===== config.mk =====
export PLATFORM = sky130hd
export DESIGN_NAME = div_unit
export DESIGN_NICKNAME = d
export VERILOG_FILES = /design/src/rtl/div_unit_pkg.sv /design/src/rtl/div_unit_step.sv /design/src/rtl/div_unit.sv
export SDC_FILE = /design/constraint.sdc
export NUM_CORES = 1
export LEC_CHECK = 0
export ABC_AREA = 1
export CAP_MARGIN = 20
export CORE_UTILIZATION = 30
export CTS_BUF_LIST = sky130_fd_sc_hd__clkbuf_2
export DETAILED_ROUTE_END_ITERATION = 16
export GPL_TIMING_DRIVEN = 0
export PLACE_DENSITY = 0.58
export SYNTH_ARGS = -nofsm -noshare
export SYNTH_HDL_FRONTEND = slang
export SYNTH_SLANG_ARGS = --single-unit

===== constraint.sdc =====
create_clock -name clk -period 6.2 [get_ports clk]
set_clock_uncertainty 0.05 [all_clocks]
set_input_delay 0.62 -clock clk [delete_from_list [all_inputs] [get_ports clk]]
set_output_delay 0.62 -clock clk [all_outputs]
set_load 0.05 [all_outputs]

===== src/rtl/div_unit_pkg.sv =====
// cpu_defs: shared divider constants and state encoding
package cpu_defs;
  localparam int DIV_WIDTH = 32;
  localparam logic [31:0] DIV_ZERO_LO = 32'hFFFF_FFFF;
  localparam logic [1:0] DIV_IDLE = 2'd0;
  localparam logic [1:0] DIV_BUSY = 2'd1;
  localparam logic [1:0] DIV_DONE = 2'd2;
endpackage


===== src/rtl/div_unit_step.sv =====
// div_step: one restoring division iteration on {rem,quo}
module div_step #(
  parameter int WIDTH = 32
) (
  input  logic [WIDTH-1:0] remIn,
  input  logic [WIDTH-1:0] quoIn,
  input  logic [WIDTH-1:0] divisor,
  output logic [WIDTH-1:0] remOut,
  output logic [WIDTH-1:0] quoOut
);
  logic [WIDTH:0] shifted;
  logic [WIDTH:0] trial;
  // shift in the next dividend bit, keep the difference only when it stays non-negative
  always_comb begin
    shifted = {remIn, quoIn[WIDTH-1]};
    trial = shifted - {1'b0, divisor};
    remOut = trial[WIDTH] ? shifted[WIDTH-1:0] : trial[WIDTH-1:0];
    quoOut = {quoIn[WIDTH-2:0], ~trial[WIDTH]};
  end
endmodule


===== src/rtl/div_unit.sv =====
// div_unit: multicycle radix-2 restoring DIV/DIVU with pipeline stall handshake
module div_unit
  import cpu_defs::*;
#(
  parameter int WIDTH = DIV_WIDTH,
  parameter int CNT_W = 6
) (
  input  logic             clk,
  input  logic             rst,
  input  logic             startE,
  input  logic             signedE,
  input  logic [WIDTH-1:0] srcaE,
  input  logic [WIDTH-1:0] srcbE,
  input  logic             annulE,
  input  logic             holdE,
  output logic             stall_divE,
  output logic             readyE,
  output logic [WIDTH-1:0] hiE,
  output logic [WIDTH-1:0] loE
);
  logic [1:0] state;
  logic [CNT_W-1:0] cnt;
  logic [WIDTH-1:0] remReg, quoReg, divisorReg;
  logic [WIDTH-1:0] absA, absB, stepRem, stepQuo, remFix, quoFix;
  logic negQ, negR;

  div_step #(.WIDTH(WIDTH)) step (
    .remIn(remReg),
    .quoIn(quoReg),
    .divisor(divisorReg),
    .remOut(stepRem),
    .quoOut(stepQuo)
  );

  // stall/ready handshake plus operand magnitudes and sign-corrected step result
  always_comb begin
    stall_divE = !annulE && ((state == DIV_IDLE && startE) || state == DIV_BUSY);
    readyE = !annulE && state == DIV_DONE;
    absA = (signedE && srcaE[WIDTH-1]) ? -srcaE : srcaE;
    absB = (signedE && srcbE[WIDTH-1]) ? -srcbE : srcbE;
    quoFix = negQ ? -stepQuo : stepQuo;
    remFix = negR ? -stepRem : stepRem;
  end

  // FSM: capture, iterate WIDTH steps, present result until the EX stage moves on
  always_ff @(posedge clk) begin
    if (rst) begin
      state <= DIV_IDLE;
      cnt <= '0;
      remReg <= '0;
      quoReg <= '0;
      divisorReg <= '0;
      negQ <= 1'b0;
      negR <= 1'b0;
      hiE <= '0;
      loE <= '0;
    end else if (annulE) begin
      state <= DIV_IDLE;
    end else begin
      case (state)
        DIV_IDLE: if (startE) begin
          if (srcbE == '0) begin
            hiE <= srcaE;
            loE <= WIDTH'(DIV_ZERO_LO);
            state <= DIV_DONE;
          end else begin
            remReg <= '0;
            quoReg <= absA;
            divisorReg <= absB;
            negQ <= signedE && (srcaE[WIDTH-1] ^ srcbE[WIDTH-1]);
            negR <= signedE && srcaE[WIDTH-1];
            cnt <= '0;
            state <= DIV_BUSY;
          end
        end
        DIV_BUSY: begin
          remReg <= stepRem;
          quoReg <= stepQuo;
          cnt <= cnt + 1'b1;
          if (cnt == CNT_W'(WIDTH - 1)) begin
            hiE <= remFix;
            loE <= quoFix;
            state <= DIV_DONE;
          end
        end
        DIV_DONE: if (!holdE) state <= DIV_IDLE;
        default: state <= DIV_IDLE;
      endcase
    end
  end
endmodule


==> flow_summary.json, run 1 <==
{
  "status": "completed",
  "cts_root_buffer": "clkbuf_2",
  "grt_pass1_wl_mm": 88.4,
  "grt_max_degree": 17,
  "drive_gt1_share_pct": 5.79,
  "hp-class": "in -> reg",
  "cts_tree": "done",
  "clockBufferDepth": 2,
  "die_w_um": 215,
  "peakVddDrop_uv": 108,
  "worst-r2r-setup-slack_ns": 1.18,
  "holdPathEnd": "state[1]$_SDFFE_PP0P_",
  "grt-ovfl-total": 0,
  "reg2reg_depth": 27,
  "synth_fa_ha_area_share_pct": 3.56,
  "r2r-start": "quoReg[31]$_SDFFE_PP0P_",
  "p_total_mw": 2.80,
  "synth_area_mm2": 0.0136,
  "insertion_delay_ns": 0.94,
  "cp-start-kind": "register",
  "postCtsHoldBufs": 0,
  "clock.fmax_mhz": 199,
  "die_area_mm2": 0.0461,
  "syn_area_per_cell_um2": 5.89,
  "core_area_mm2": 0.0444,
  "area_growth_pct": 17.1,
  "min_delay_path_depth": 3,
  "cp_max_fo": 10,
  "ys_seq_area_share_pct": 25.1,
  "yosysWarningCount": 0,
  "cp_num_cells": 27,
  "synth_top_family_by_area": "simple AND/OR/NAND/NOR gates",
  "synthMuxAreaShare_pct": 0,
  "synth_fp_nets": 2412,
  "layout.nets": 2566,
  "slew_headroom_pct": 23.9,
  "cts_setup_buffers": 0,
  "synth_simple_gate_area_share_pct": 37.6,
  "slowest_delay_ns": 0.44,
  "cp_top_family": "simple AND/OR/NAND/NOR gates",
  "num_io_pins": 136,
  "hold_ws_ns": 0.266,
  "clock_sinks": 170,
  "cellPowerDensity_mw_per_mm2": 176,
  "power.leakage_nw": 7.49,
  "path_buf_inv": 5,
  "ys_types": 58,
  "routedWlPerCell_um": 19.1,
  "critPathKind": "reg -> reg",
  "worstPathArrival_ns": 5.86,
  "worst_slew_pin_slew_ns": 1.14,
  "htreeDepth": 4,
  "grt_setup_unrepaired": "no",
  "detail-route-antenna-nets": 0,
  "vias_per_cell": 5.11,
  "clk_pin_slew_ns": 0.28,
  "post_cts_resized": 0,
  "antenna_found_initial": 2,
  "setup_violations": 0,
  "synth_xor_area_share_pct": 3.68,
  "synth_top_flop_cell": "dfxtp_1",
  "crit_slowest_cell": "dfxtp_1",
  "rows": 77,
  "vias": 15600,
  "final_cell_mix": "nand2_1 (717), inv_1 (304), nor2_1 (188)",
  "dp_hpwl_mm": 47.9,
  "die_h_um": 215,
  "end_kind": "register",
  "firstDrtPassIters": 8,
  "start_util_pct": 30.6,
  "routabilityCongestion": 0.961,
  "slew_violations": 0,
  "cts_buffers": 17,
  "required_ns": 7.04,
  "port_buffers": 134,
  "async_flop_share_pct": 0,
  "ys_ff_latch": 170,
  "grt_usage_pct": 25.1,
  "fin_crit_ns": 5.02,
  "final.period_utilization_pct": 80.9,
  "drtIter0Drc": 1429,
  "setup_tns_ns": 0,
  "route.detailed.drc": 0,
  "mostFrequentLayoutCell": "nand2_1",
  "r2r_end": "loE[28]$_SDFFE_PP0P_",
  "synthCells": 2304,
  "grt_pass1_vias": 14800,
  "synth_compound_area_share_pct": 18.1,
  "synth_edf_count": 0,
  "hold_viol": 0,
  "hp-start": "holdE",
  "drt_wl_total_mm": 58.4,
  "drv_cap": 0
}
[tightest hold or removal path, delay by kind of cell]
family	cells	cell delay, ns
compound gates	1	0.08
buf+inv	1	0.40
simple gates	1	0.09
[power breakdown]
| group | switching (mW) | internal [mW] |
|---|---|---|
| clock | 0.420 | 0.218 |
| sequential | 0.0417 | 1.15 |
| combinational | 0.683 | 0.294 |
| total | 1.15 | 1.66 |
[synth_stat cells (all sizes together) (25+ instances only)]
cell type  number  area share (%)
nand2         758              22
inv           306             8.5
nor2          206             6.1
a21oi         192             7.4
o21ai         182             6.8
dfxtp         170              25
nand3         149             6.0
clkbuf         67             1.9
xor2           42             2.7
ha             37             3.4
buf            29             1.6
nand4          26             1.2
nor3           25            0.96
[per-stage QoR]
step | cells | setup slack (ns) | utilization [%] | instance area, um^2
after floorplan | 2304 | 2.46 | - | 13600
after global placement | 3030 | 1.29 | 35.3 | 15700
after detailed placement | 3031 | 1.24 | 35.3 | 15700
after CTS | 3060 | 1.21 | 35.8 | 15900
after global routing | 3061 | 0.713 | 35.8 | 15900
final | 3061 | 1.18 | 35.8 | 15900
[kinds of logic after synthesis]
family / count (synthesis)
simple gates: 1189
compound gates: 447
buf+inv: 403
flops: 170
xor+xnor: 57
fa+ha+maj: 38
[how the worst max path moves through the flow]
stage                                  from              endpoint
floorplan           quoReg[31]$_SDFFE_PP0P_  loE[28]$_SDFFE_PP0P_
global placement    quoReg[31]$_SDFFE_PP0P_  loE[28]$_SDFFE_PP0P_
detailed placement  quoReg[31]$_SDFFE_PP0P_  loE[28]$_SDFFE_PP0P_
CTS                 quoReg[31]$_SDFFE_PP0P_  loE[28]$_SDFFE_PP0P_
global route        quoReg[31]$_SDFFE_PP0P_  loE[26]$_SDFFE_PP0P_
finish              quoReg[31]$_SDFFE_PP0P_  loE[28]$_SDFFE_PP0P_
[state kept, by name, indices dropped and copies added, names as in the netlist]
signal      count
divisorReg     32
negQ            1
cnt             6
hiE            32
negR            1
quoReg         32
remReg         32
loE            32
state           2
[final cells by class]
| class | count | area [um^2] |
|---|---|---|
| flip-flops and latches | 170 | 3400 |
| diodes | 1 | 2.50 |
| inverters | 307 | 1150 |
| plain buffers | 96 | 472 |
| clock buffers | 19 | 95.1 |
| fillers | 4921 | 28500 |
| clock inverters | 10 | 129 |
| multi-input cells | 1731 | 8550 |
| repair buffers | 135 | 1350 |
| well taps | 592 | 741 |
[metal layers]
| layer | track usage, % | share of wire, % | vias up |
|---|---|---|---|
| met3 | 4.73 | 7.3 | 90 |
| li1 | - | - | 7704 |
| met1 | 35.9 | 48 | 7238 |
| met4 | 7.88 | 2.7 | 2 |
| met2 | 37.7 | 42 | 599 |
| met5 | 0 | 0.021 | - |
No activity file was read; power rests on OpenSTA's default activity.
==> inputs of run 2 (changes only) <==
==> constraint.sdc (replaced) <==
create_clock -name clk -period 4.69 [get_ports clk]
set_clock_uncertainty 0.05 [all_clocks]
set_input_delay 0.469 -clock clk [delete_from_list [all_inputs] [get_ports clk]]
set_output_delay 0.469 -clock clk [all_outputs]
set_load 0.05 [all_outputs]
==> run 2 against run 1 <==
Maximum frequency rose by 13%. Via count rose by 0.21%. Sequential share of layout area is 0.054 points lower. Critical path depth down 1. Register-to-register slack got worse by 0.94 ns. First-iteration DRC count grew 4.8%. Combinational power increased by 33%. Sequential power increased by 32%. Critical endpoint unchanged.
==> flow_summary.json, run 2 (same netlist as run 1, synthesis figures left out) <==
{
  "clock.fmax_mhz": 225,
  "power_frac_seq_pct": 42.4,
  "drt_wl_total_mm": 58.3,
  "slew_violations": 0,
  "cts_buffers": 17,
  "clk_pin_slew_ns": 0.28,
  "p_int_mw": 2.20,
  "crit_slowest_cell": "dfxtp_1",
  "core_area_mm2": 0.0444,
  "rows": 77,
  "cts_setup_buffers": 0,
  "grt_max_degree": 20,
  "final.period_utilization_pct": 94.9,
  "port_buffers": 134,
  "clockBufferDepth": 2,
  "htreeDepth": 4,
  "vias_per_cell": 5.12,
  "worstPathArrival_ns": 5.27,
  "fillers": 4914,
  "worst_slack_ns": 0.238,
  "cts_root_buffer": "clkbuf_2",
  "hold_viol": 0,
  "power.leakage_nw": 7.49,
  "num_io_pins": 136,
  "firstDrtPassIters": 11,
  "area_growth_pct": 17.3,
  "slew_headroom_pct": 22.1,
  "cts_tree": "done",
  "cp-start-kind": "register",
  "power.share.combinational_pct": 35.0,
  "postCtsHoldBufs": 0,
  "grt_pass1_wl_mm": 88.3,
  "drive_gt1_share_pct": 6.00,
  "swShare_pct": 40.9,
  "grt_usage_pct": 25.1,
  "setup_violations": 0,
  "multi_input_area_mm2": 0.00860,
  "p_total_mw": 3.72,
  "worst_slew_pin_slew_ns": 1.17,
  "clock_sinks": 170,
  "drtIter0Drc": 1497,
  "design_area_mm2": 0.0159,
  "vias": 15700,
  "place_area_mm2": 0.0157,
  "required_ns": 5.51,
  "hold_ws_ns": 0.140,
  "grt_pass1_vias": 14800,
  "slowest_delay_ns": 0.44,
  "cellPowerDensity_mw_per_mm2": 233,
  "dp_hpwl_mm": 47.9,
  "layout.nets": 2565,
  "fin_util_pct": 35.9,
  "insertion_delay_ns": 0.92,
  "peakVddDrop_uv": 142,
  "critPathKind": "reg -> reg",
  "route.detailed.drc": 0,
  "die_h_um": 215,
  "detail-route-antenna-nets": 0,
  "start_util_pct": 30.6,
  "p_sw_mw": 1.52,
  "cp_max_fo": 19,
  "die_w_um": 215,
  "hp-class": "in -> reg",
  "final_cell_mix": "nand2_1 (717), inv_1 (304), nor2_1 (187)",
  "end_kind": "register",
  "mostFrequentLayoutCell": "nand2_1",
  "fin_crit_ns": 4.45,
  "routedWlPerCell_um": 19.1,
  "drv_cap": 0,
  "pre_cts_slack_ns": -0.268,
  "clkPwrFrac_pct": 22.7,
  "seq_area_mm2": 0.00340,
  "grt-ovfl-total": 0,
  "die_area_mm2": 0.0461,
  "grt_setup_unrepaired": "yes",
  "status": "completed",
  "routabilityCongestion": 0.961,
  "antenna_found_initial": 1
}
==> run 2: stage by stage <==
| stage | setup TNS (ns) | cells |
|---|---|---|
| after global routing | -0.111 | 3060 |
| after floorplan | 0 | 2304 |
| after global placement | -0.727 | 3030 |
| after CTS | 0 | 3059 |
| after detailed placement | -1.01 | 3031 |
| final | 0 | 3060 |
==> run 2: area by class of cell <==
class	instances	share of cell area, %
multi-input cells	1731	53.9
flip-flops and latches	170	21.4
repair buffers	135	8.46
inverters	307	7.23
well taps	592	4.65
plain buffers	95	2.94
clock inverters	10	0.809
clock buffers	19	0.597
diodes	1	0.0157
==> run 2: critical path, delay by kind of cell (launching register included) <==
family,cells,cell delay (ns)
buffers and inverters,4,0.50
AOI/OAI and AO/OA,2,0.25
adders and majority gates,3,0.76
DFF,1,0.44
and+or+nand+nor,17,2.42
==> run 2: worst paths after layout <==
| kind | start | endpoint | slack, ns | depth (start not counted) |
|---|---|---|---|---|
| max reg2reg | quoReg[31]$_SDFFE_PP0P_ | loE[28]$_SDFFE_PP0P_ | 0.24 | 26 |
| min reg2reg | loE[25]$_SDFFE_PP0P_ | loE[25]$_SDFFE_PP0P_ | 0.44 | 2 |
| max | quoReg[31]$_SDFFE_PP0P_ | loE[28]$_SDFFE_PP0P_ | 0.24 | 26 |
| min | holdE | state[1]$_SDFFE_PP0P_ | 0.14 | 3 |
==> run 2: per-layer routing <==
metal | up-vias | share of wire, % | global-route usage (%)
met4 | 0 | 2.6 | 7.90
met2 | 594 | 42 | 37.7
met3 | 81 | 7.4 | 4.73
met1 | 7288 | 48 | 35.9
li1 | 7703 | - | -
met5 | - | 0 | 0
==> run 2: power groups by stage <==
| stage | logic, mW | clock network [mW] | registers [mW] |
|---|---|---|---|
| 2_1_floorplan | 0.755 | 0 | 1.64 |
| 3_3_place_gp | 1.26 | 0 | 1.60 |
| 3_5_place_dp | 1.26 | 0 | 1.60 |
| 4_1_cts | 1.27 | 0.845 | 1.57 |
| 5_1_grt | 1.43 | 0.904 | 1.58 |
| 6_report | 1.30 | 0.843 | 1.57 |
==> run 2: repair_timing <==
action,4_1_cts,5_1_grt
gates cloned,0,0
gates resized for setup,3,6
endpoints found under the hold margin,0,0
pin swaps,2,1
setup endpoints to repair,8,8
==> inputs of run 3 (changes only) <==
--- a/config.mk
+++ b/config.mk
@@ -12,6 +12,7 @@
 export DETAILED_ROUTE_END_ITERATION = 16
 export GPL_TIMING_DRIVEN = 0
 export PLACE_DENSITY = 0.58
+export SLEW_MARGIN = 20
 export SYNTH_ARGS = -nofsm -noshare
 export SYNTH_HDL_FRONTEND = slang
 export SYNTH_SLANG_ARGS = --single-unit
==> run 3 against run 2 <==
Sequential power about the same. Routed wire length up 0.21%. Worst hold slack worse by 0.012 ns. Via count up 0.15%. First-iteration DRC count down 0.47%. Total power down 2.2%. Clock-buffer cell count unchanged. Worst setup slack better by 0.087 ns. Register-to-register slack better by 0.09 ns. Critical endpoint unchanged. Largest cell class unchanged. Largest power group unchanged. Highest routed layer unchanged.
==> flow_summary.json, run 3 (same netlist as run 1, synthesis figures left out) <==
{
  "detail-route-antenna-nets": 0,
  "status": "completed",
  "slew_violations": 0,
  "cts_buffers": 17,
  "grt_usage_pct": 25.1,
  "clock.fmax_mhz": 229,
  "setup_violations": 0,
  "cellPowerDensity_mw_per_mm2": 228,
  "die_h_um": 215,
  "end_kind": "register",
  "worstPathArrival_ns": 5.17,
  "hold_viol": 0,
  "die_w_um": 215,
  "core_area_mm2": 0.0444,
  "route.detailed.drc": 0,
  "cts_tree": "done",
  "routedWlPerCell_um": 19.1,
  "grt_max_degree": 20,
  "fin_crit_ns": 4.37,
  "htreeDepth": 4,
  "cp_max_fo": 19,
  "final_cell_mix": "nand2_1 (717), inv_1 (304), nor2_1 (187)",
  "required_ns": 5.49,
  "hp-class": "in -> reg",
  "drv_cap": 0,
  "reg2reg_depth": 26,
  "num_io_pins": 136,
  "pre_cts_slack_ns": -0.263,
  "worst_slew_pin_slew_ns": 1.18,
  "drtIter0Drc": 1490,
  "place_area_mm2": 0.0157,
  "cts_root_buffer": "clkbuf_2",
  "firstDrtPassIters": 6,
  "insertion_delay_ns": 0.90,
  "layout.nets": 2564,
  "fin_util_pct": 35.8,
  "clockBufferDepth": 2,
  "antenna_found_initial": 3,
  "area_growth_pct": 17.1,
  "hold_ws_ns": 0.127,
  "mostFrequentLayoutCell": "nand2_1",
  "worst-r2r-setup-slack_ns": 0.32,
  "design_area_mm2": 0.0159,
  "routabilityCongestion": 0.961,
  "drive_gt1_share_pct": 6.04,
  "worst_slack_ns": 0.325,
  "power.leakage_nw": 7.46,
  "start_util_pct": 30.6,
  "setup_tns_ns": 0,
  "grt_pass1_vias": 14700,
  "dp_hpwl_mm": 47.9,
  "grt_pass1_wl_mm": 87.7,
  "grt_setup_unrepaired": "yes",
  "final.period_utilization_pct": 93.1,
  "clk_pin_slew_ns": 0.28,
  "cts_setup_buffers": 0,
  "vias": 15700,
  "slew_headroom_pct": 21.6,
  "peakVddDrop_uv": 128,
  "grt-ovfl-total": 0,
  "vias_per_cell": 5.12,
  "cp-start-kind": "register",
  "clock_sinks": 170,
  "port_buffers": 134,
  "min_delay_path_depth": 3,
  "rows": 77,
  "drt_wl_total_mm": 58.5,
  "critPathKind": "reg -> reg",
  "die_area_mm2": 0.0461
}
run 3: timing repair:
action,in CTS,in global routing
hold buffers,0,0
pin swaps,1,1
gates resized for setup,4,4
setup endpoints to repair,8,8
run 3: worst max-delay path, stage by stage (launching register included):
cell	delay, ns
dfxtp_2	0.42
inv_1	0.14
ha_1	0.16
inv_1	0.07
fa_1	0.41
nand2_1	0.08
nand2_1	0.09
nand3_1	0.11
nand2_2	0.11
nand2_2	0.09
nand2_2	0.07
nand2_4	0.11
nand3_2	0.11
nand2_4	0.13
buf_8	0.21
ha_1	0.18
inv_1	0.06
nor3_2	0.15
nand2_1	0.15
nor3_4	0.19
nand3_2	0.15
nor4_4	0.30
nand3_1	0.19
nor2_2	0.15
o21ai_0	0.11
or2_0	0.22
a21oi_1	0.13
run 3: through the flow:
stage,instances,power [mW]
floorplan,2304,2.39
global placement,3030,2.85
detailed placement,3030,2.86
CTS,3060,3.62
global route,3062,3.84
finish,3063,3.63
run 3: layout make-up:
class                   instances  area (um^2)
well taps                     592          741
clock inverters                12          103
plain buffers                  95          468
diodes                          3         7.51
flip-flops and latches        170         3400
multi-input cells            1731         8590
clock buffers                  19         95.1
repair buffers                134         1340
inverters                     307         1150
fillers                      4948        28500
run 3: power by group:
part | switching [mW] | internal [mW] | total, mW
clock network | 0.572 | 0.188 | 0.760
logic | 0.908 | 0.391 | 1.30
registers | 0.0558 | 1.52 | 1.57
run 3: path summary, 6_finish.rpt:
check / start / endpoint
min: holdE / state[1]$_SDFFE_PP0P_
min reg2reg: hiE[0]$_SDFFE_PP0P_ / hiE[0]$_SDFFE_PP0P_
max: quoReg[31]$_SDFFE_PP0P_ / loE[28]$_SDFFE_PP0P_
max reg2reg: quoReg[31]$_SDFFE_PP0P_ / loE[28]$_SDFFE_PP0P_
run 3: metal layers:
layer	wire [um]	track usage, %	vias to the layer above	part of all wire (%)
li1	-	-	7716	-
met1	27600	35.5	7268	47
met2	24600	38.2	630	42
met3	4830	4.73	76	8.3
met4	1420	7.74	0	2.4
met5	0	0	-	0
